## src/rtl/patch_scan_ctrl.sv

```systemverilog
// Patch-window scheduler: validates patch geometry, sizes the patch grid, then
// steps the processor-enable generator once per accepted patch column.
module patch_scan_ctrl #(
  parameter int IMG_W_BITS = 6
) (
  input  logic                  clk,
  input  logic                  rst,
  input  logic                  start,
  input  logic                  abort,
  input  logic [2:0]            patch_size,
  input  logic [2:0]            stride,
  input  logic [IMG_W_BITS-1:0] img_w,
  input  logic [IMG_W_BITS-1:0] img_h,
  input  logic                  in_valid,
  output logic                  in_ready,
  output logic                  cycle_detect,
  output logic                  pe_clr,
  output logic [IMG_W_BITS-1:0] patch_x,
  output logic [IMG_W_BITS-1:0] patch_y,
  output logic [IMG_W_BITS-1:0] n_x,
  output logic [IMG_W_BITS-1:0] n_y,
  output logic                  busy,
  output logic                  done,
  output logic                  cfg_err
);
  localparam int W = IMG_W_BITS;
  localparam logic [W-1:0] ONE = W'(1);

  typedef enum logic [2:0] {IDLE, CHECK, CALC, ROW_INIT, STEP, ROW_END, DONE} state_t;

  state_t       state, state_n;
  logic [2:0]   p_q, s_q;
  logic [W-1:0] w_q, h_q, rem_x, rem_y;
  logic [W-1:0] p_ext, s_ext;
  logic         legal, last_col, last_row, hs_p0, step_p1;

  function automatic logic cfg_legal(input logic [2:0] p, input logic [2:0] s,
                                     input logic [W-1:0] w, input logic [W-1:0] h);
    logic [W-1:0] pw;
    pw = {{(W-3){1'b0}}, p};
    return ((p == 3'd3) || (p == 3'd5) || (p == 3'd7)) && (s != 3'd0) && (s <= p) &&
           (pw <= w) && (pw <= h);
  endfunction

  assign p_ext    = {{(W-3){1'b0}}, p_q};
  assign s_ext    = {{(W-3){1'b0}}, s_q};
  assign legal    = cfg_legal(p_q, s_q, w_q, h_q);
  assign last_col = (patch_x == (n_x - ONE));
  assign last_row = (patch_y == (n_y - ONE));
  assign hs_p0    = (state == STEP) && in_valid;

  always_comb begin
    state_n = state;
    unique case (state)
      IDLE:     if (start) state_n = CHECK;
      CHECK:    state_n = legal ? CALC : IDLE;
      CALC:     if ((rem_x < s_ext) && (rem_y < s_ext)) state_n = ROW_INIT;
      ROW_INIT: state_n = STEP;
      STEP:     if (in_valid && last_col) state_n = ROW_END;
      ROW_END:  state_n = last_row ? DONE : ROW_INIT;
      DONE:     state_n = IDLE;
      default:  state_n = IDLE;
    endcase
    if (abort) state_n = IDLE;
  end

  assign in_ready     = (state == STEP);
  assign pe_clr       = (state == ROW_INIT);
  assign done         = (state == DONE);
  assign cfg_err      = (state == CHECK) && !legal;
  assign busy         = (state != IDLE);
  assign cycle_detect = step_p1;

  // p0 -> p1: handshake becomes the registered step pulse; abort does not cancel it
  always_ff @(posedge clk) begin
    if (!rst) begin
      state   <= IDLE;
      step_p1 <= 1'b0;
      p_q     <= '0;
      s_q     <= '0;
      w_q     <= '0;
      h_q     <= '0;
      rem_x   <= '0;
      rem_y   <= '0;
      n_x     <= '0;
      n_y     <= '0;
      patch_x <= '0;
      patch_y <= '0;
    end else begin
      state   <= state_n;
      step_p1 <= hs_p0;
      if (!abort) begin
        unique case (state)
          IDLE: if (start) begin
            p_q <= patch_size;
            s_q <= stride;
            w_q <= img_w;
            h_q <= img_h;
          end
          CHECK: if (legal) begin
            rem_x   <= w_q - p_ext;
            rem_y   <= h_q - p_ext;
            n_x     <= ONE;
            n_y     <= ONE;
            patch_x <= '0;
            patch_y <= '0;
          end
          // Division by repeated subtraction, both axes in parallel
          CALC: begin
            if (rem_x >= s_ext) begin
              rem_x <= rem_x - s_ext;
              n_x   <= n_x + ONE;
            end
            if (rem_y >= s_ext) begin
              rem_y <= rem_y - s_ext;
              n_y   <= n_y + ONE;
            end
          end
          ROW_INIT: patch_x <= '0;
          STEP:     if (in_valid && !last_col) patch_x <= patch_x + ONE;
          ROW_END:  if (!last_row) patch_y <= patch_y + ONE;
          default:  ;
        endcase
      end
    end
  end
endmodule

```

## config.mk

```make
export PLATFORM = sky130hd
export DESIGN_NAME = patch_scan_ctrl
export DESIGN_NICKNAME = d
export VERILOG_FILES = /design/src/rtl/patch_scan_ctrl.sv
export SDC_FILE = /design/constraint.sdc
export NUM_CORES = 1
export LEC_CHECK = 0
export ABC_AREA = 1
export BUFFER_PORTS_ARGS = -buffer_cell sky130_fd_sc_hd__buf_2
export CAP_MARGIN = 10
export CORE_MARGIN = 2
export CORE_UTILIZATION = 63
export CTS_CLUSTER_DIAMETER = 50
export CTS_CLUSTER_SIZE = 10
export DETAILED_ROUTE_END_ITERATION = 10
export GPL_TIMING_DRIVEN = 0
export HOLD_SLACK_MARGIN = 0.05
export PLACE_DENSITY = 0.91
export REMOVE_ABC_BUFFERS = 1
export SLEW_MARGIN = 20
export SYNTH_ARGS = -nofsm -noshare
export SYNTH_HDL_FRONTEND = slang
export SYNTH_SLANG_ARGS = --single-unit
```

## constraint.sdc

```tcl
create_clock -name clk -period 6.4 [get_ports clk]
set_clock_uncertainty 0.05 [all_clocks]
set_input_delay 1.28 -clock clk [delete_from_list [all_inputs] [get_ports clk]]
set_output_delay 1.28 -clock clk [all_outputs]
set_load 0.1 [all_outputs]
```

==> qor.txt <==
Final ANT Viol Nets -> 0
Maximum fanout along the worst path -> 5
Area taken by multi-input logic gates -> 0.002355 mm²
Synthesized netlist cell count -> 579
Cell-internal power -> 0.6232 mW
Number of buffers on the longest clock path -> 2
Worst setup path endpoint -> cfg_err
Wirelength, routed -> 9123 µm
Logic depth of the worst register-to-register path -> 8
Vias per std cell -> 5.538
Worst Tran Pin Value -> 1014 ps
Count of unresolved DRC violations after routing -> 0
Warnings, synthesis -> 0
Full die area -> 0.006805 mm²
Post-CTS Hold Buffers -> 0
Sequential cell area in the final layout -> 0.001161 mm²
Cell taking the most area after synthesis -> sky130_fd_sc_hd__dfxtp_1
Post-CTS setup buffers -> 0
Area share of fa/ha/maj cells after synthesis -> 8.833%
Synth Register Bits -> 58
CP endpoint kind -> primary output
Most frequent cells in the layout -> 126 x sky130_fd_sc_hd__nand2_1, 71 x sky130_fd_sc_hd__nor2_1, 64 x sky130_fd_sc_hd__inv_1
Final worst path period need -> 3890 ps
Clock root buffer -> sky130_fd_sc_hd__clkbuf_8
Type of origin of the critical path -> register
Share of cell area taken by muxes after synthesis -> 0.7737%
Unrepaired setup endpoints after global routing -> no
Final HPWL from detailed placement -> 6548 µm
Simple-gate share of the synthesized area -> 30.63%
Max_slew headroom -> 32.31%
Number of failing hold endpoints at the final stage -> 0
Die H -> 82.49 µm
Clock transition at the registers of the reported paths -> 60 ps
Synthesized-area fraction occupied by xor and xnor cells -> 6.093%
Number of nets at the end of the flow -> 671
Worst r2r dst -> rem_y[1]$_SDFFE_PN0P_
Share of total power in the clock network -> 38.6%
Most frequent standard cell in the layout excluding fill and tap cells -> sky130_fd_sc_hd__nand2_1
Fillers -> 490
Post-synthesis to final-layout area growth -> 11.67%
Power Density -> 203.0 mW/mm²
Outcome -> finished clean
Clock latency on the worst-skew pair -> 350 ps
Setup TNS -> 0 ps
Leakage power figure -> 1.987 nW
Global-route wire length before repair -> 15,200 µm
CTS tree -> done
Hold Slack -> 418.7 ps
Wire length per cell after detailed routing -> 12.98 µm
Final Slew Violations -> 0
Worst R2R Start -> state[1]$_SDFFE_PP0P_
Number of antenna violations at the first check in global routing -> 0
Number of buffers created by CTS -> 9
First-iteration detailed-routing DRC count -> 271
Portion of synthesized cell area occupied by the leading cell type -> 29.92%
Path class of the lowest-slack min-delay path -> reg2reg
Total core area -> 0.005921 mm²
Setup-failing EPs final -> 0
Top post-synthesis cells by area -> sky130_fd_sc_hd__dfxtp_1 30%, sky130_fd_sc_hd__nand2_1 12%, sky130_fd_sc_hd__a21oi_1 7.7%, sky130_fd_sc_hd__nor2_1 6.9%, sky130_fd_sc_hd__ha_1 6.8%
Fraction of final layout cells sized beyond drive strength 1 -> 14.17%
Number of buffers inserted by port buffering -> 52
Total congestion overflow after global routing -> 0
Global routing usage summed across all routing layers -> 28.85%
Switching power as a share of total power -> 29.16%
Via count of the first global-routing pass -> 3,590
Antenna cells -> 0
Post-synthesis cell area -> 0.003881 mm²
Register-to-Register Setup Slack -> 3830 ps
PostCTS Resize Cnt -> 0
Startpoint-to-endpoint class of the critical path -> reg2out
Net switching component of the power -> 0.2566 mW
Via count -> 3,893
Share of synthesized area occupied by flip-flops and latches -> 29.92%
Post-route fraction of the period consumed by the critical path -> 60.78%
Placer congestion estimate -> 0.8793
WP data required -> 5070 ps
Logic pwr share -> 18.0%
Cell variety after synth -> 36
Sinks on the clock net -> 58
Router iterations before antenna repair -> 5
Seq pwr share -> 43.4%
Maximum number of pins on one net before global-route repair -> 31
H-tree levels -> 3
Starting Density -> 65.55%
Dominant combinational cell family by area after synthesis -> simple AND/OR/NAND/NOR gates
Share of the synthesized area in compound gates (AO/OA/AOI/OAI) -> 14.35%
Maximum achievable frequency -> 257.1 MHz
Die Wd -> 82.49 µm
Mapped Avg Cell Area -> 6.703 µm²
Arrival time at the worst endpoint -> 2560 ps
# IOs -> 53
Maximum VDD drop -> 0.0001697 V
Number of rows created at floorplan -> 28
Number of max-cap violations -> 0
Startpoint of the most critical setup path -> p_q[0]$_SDFFE_PN0P_
-- synth_stat cells --
| cell | count |
|---|---|
| sky130_fd_sc_hd__ha_1 | 21 |
| sky130_fd_sc_hd__nand2_2 | 5 |
| sky130_fd_sc_hd__nand4_1 | 12 |
| sky130_fd_sc_hd__nor2_4 | 2 |
| sky130_fd_sc_hd__clkbuf_1 | 8 |
| sky130_fd_sc_hd__nand3_2 | 2 |
| sky130_fd_sc_hd__o21a_4 | 1 |
| sky130_fd_sc_hd__buf_6 | 2 |
| sky130_fd_sc_hd__a21oi_4 | 1 |
| sky130_fd_sc_hd__nand3_1 | 42 |
| sky130_fd_sc_hd__a21oi_1 | 60 |
| sky130_fd_sc_hd__and2_1 | 1 |
| sky130_fd_sc_hd__fa_1 | 4 |
| sky130_fd_sc_hd__dfxtp_1 | 58 |
| sky130_fd_sc_hd__buf_4 | 2 |
| sky130_fd_sc_hd__mux2i_1 | 3 |
| sky130_fd_sc_hd__o21bai_1 | 1 |
| sky130_fd_sc_hd__nor3_4 | 1 |
| sky130_fd_sc_hd__a21o_1 | 1 |
| sky130_fd_sc_hd__xnor2_1 | 13 |
| sky130_fd_sc_hd__nor3_2 | 1 |
| sky130_fd_sc_hd__nand2_1 | 126 |
| sky130_fd_sc_hd__and3_1 | 1 |
| sky130_fd_sc_hd__o21ai_0 | 35 |
| sky130_fd_sc_hd__nor2_2 | 2 |
| sky130_fd_sc_hd__xor2_1 | 14 |
| sky130_fd_sc_hd__o31ai_1 | 1 |
| sky130_fd_sc_hd__o211ai_1 | 1 |
| sky130_fd_sc_hd__inv_2 | 6 |
| sky130_fd_sc_hd__nor3_1 | 4 |
| sky130_fd_sc_hd__inv_1 | 64 |
| sky130_fd_sc_hd__nor3b_1 | 1 |
| sky130_fd_sc_hd__nor2_1 | 71 |
| sky130_fd_sc_hd__buf_2 | 7 |
| sky130_fd_sc_hd__o21ai_1 | 4 |
| sky130_fd_sc_hd__nand2_4 | 1 |
-- worst min-delay path by stage --
stage	from	to	slack, ps	cells after the start
after floorplan	h_q[0]$_SDFFE_PN0P_	h_q[0]$_SDFFE_PN0P_	380	2
after global placement	rem_y[0]$_SDFFE_PN0P_	rem_y[0]$_SDFFE_PN0P_	390	2
after detailed placement	rem_x[0]$_SDFFE_PN0P_	rem_x[0]$_SDFFE_PN0P_	410	2
after CTS	rem_x[0]$_SDFFE_PN0P_	rem_x[0]$_SDFFE_PN0P_	420	2
after global routing	rem_x[0]$_SDFFE_PN0P_	rem_x[0]$_SDFFE_PN0P_	450	2
final	w_q[0]$_SDFFE_PN0P_	w_q[0]$_SDFFE_PN0P_	420	2
-- worst max-delay path, cell delays in order (launching register included) --
cell and delay, ps:
sky130_fd_sc_hd__dfxtp_1 420, sky130_fd_sc_hd__ha_1 210, sky130_fd_sc_hd__inv_1 60, sky130_fd_sc_hd__fa_1 390, sky130_fd_sc_hd__nand2_1 110, sky130_fd_sc_hd__nand3_1 100, sky130_fd_sc_hd__nor2_1 150, sky130_fd_sc_hd__nor2_1 70
sky130_fd_sc_hd__nand2_2 120, sky130_fd_sc_hd__nand2_2 90, sky130_fd_sc_hd__inv_1 80, sky130_fd_sc_hd__buf_2 420
-- state kept, by name, summed over array words and instances (netlist names) --
| register | cells |
|---|---|
| w_q | 6 |
| cycle_detect | 1 |
| patch_x | 6 |
| s_q | 3 |
| rem_x | 6 |
| n_y | 6 |
| rem_y | 6 |
| h_q | 6 |
| patch_y | 6 |
| state | 3 |
| p_q | 3 |
| n_x | 6 |
-- area by class of cell --
cell class | count | share of cell area, %
Clock buffer | 15 | 4.532
Sequential cell | 58 | 26.79
Tap cell | 75 | 2.165
Clock inverter | 1 | 0.1155
Multi-Input combinational cell | 432 | 54.33
Inverter | 70 | 6.062
Timing Repair Buffer | 52 | 6.005
-- routing by layer --
layer	vias up	routed length, µm	track usage (%)
met5	-	0	0
met4	0	216	13.93
met3	25	550	4.674
met2	141	4423	49.27
met1	1760	3931	35.25
li1	1967	-	-
-- stage by stage --
step | setup slack [ps] | cells | util (%) | instance area (µm²) | power (mW)
floorplan | 3022 | 560 | - | 3779 | 0.5065
global placement | 2923 | 687 | 69.80 | 4133 | 0.5370
detailed placement | 2893 | 687 | 69.80 | 4133 | 0.5455
CTS | 2502 | 703 | 73.20 | 4334 | 0.8803
global route | 2385 | 703 | 73.20 | 4334 | 0.9223
finish | 2510 | 703 | 73.20 | 4334 | 0.8799
-- power by group through the flow --
stage               sequential (mW)  clock (mW)  combinational [mW]
detailed placement            0.389           0               0.156
CTS                           0.381       0.341               0.157
global placement              0.389           0               0.148
floorplan                     0.391           0               0.116
global route                  0.383       0.357               0.182
finish                        0.382       0.340               0.159
-- cells by family after synthesis --
kind of cell	after synthesis
simple gates	272
compound gates	105
buf+inv	89
flops	58
xor+xnor	27
fa+ha+maj	25
mux	3
Note: power is estimated with default switching activity, not from simulation.
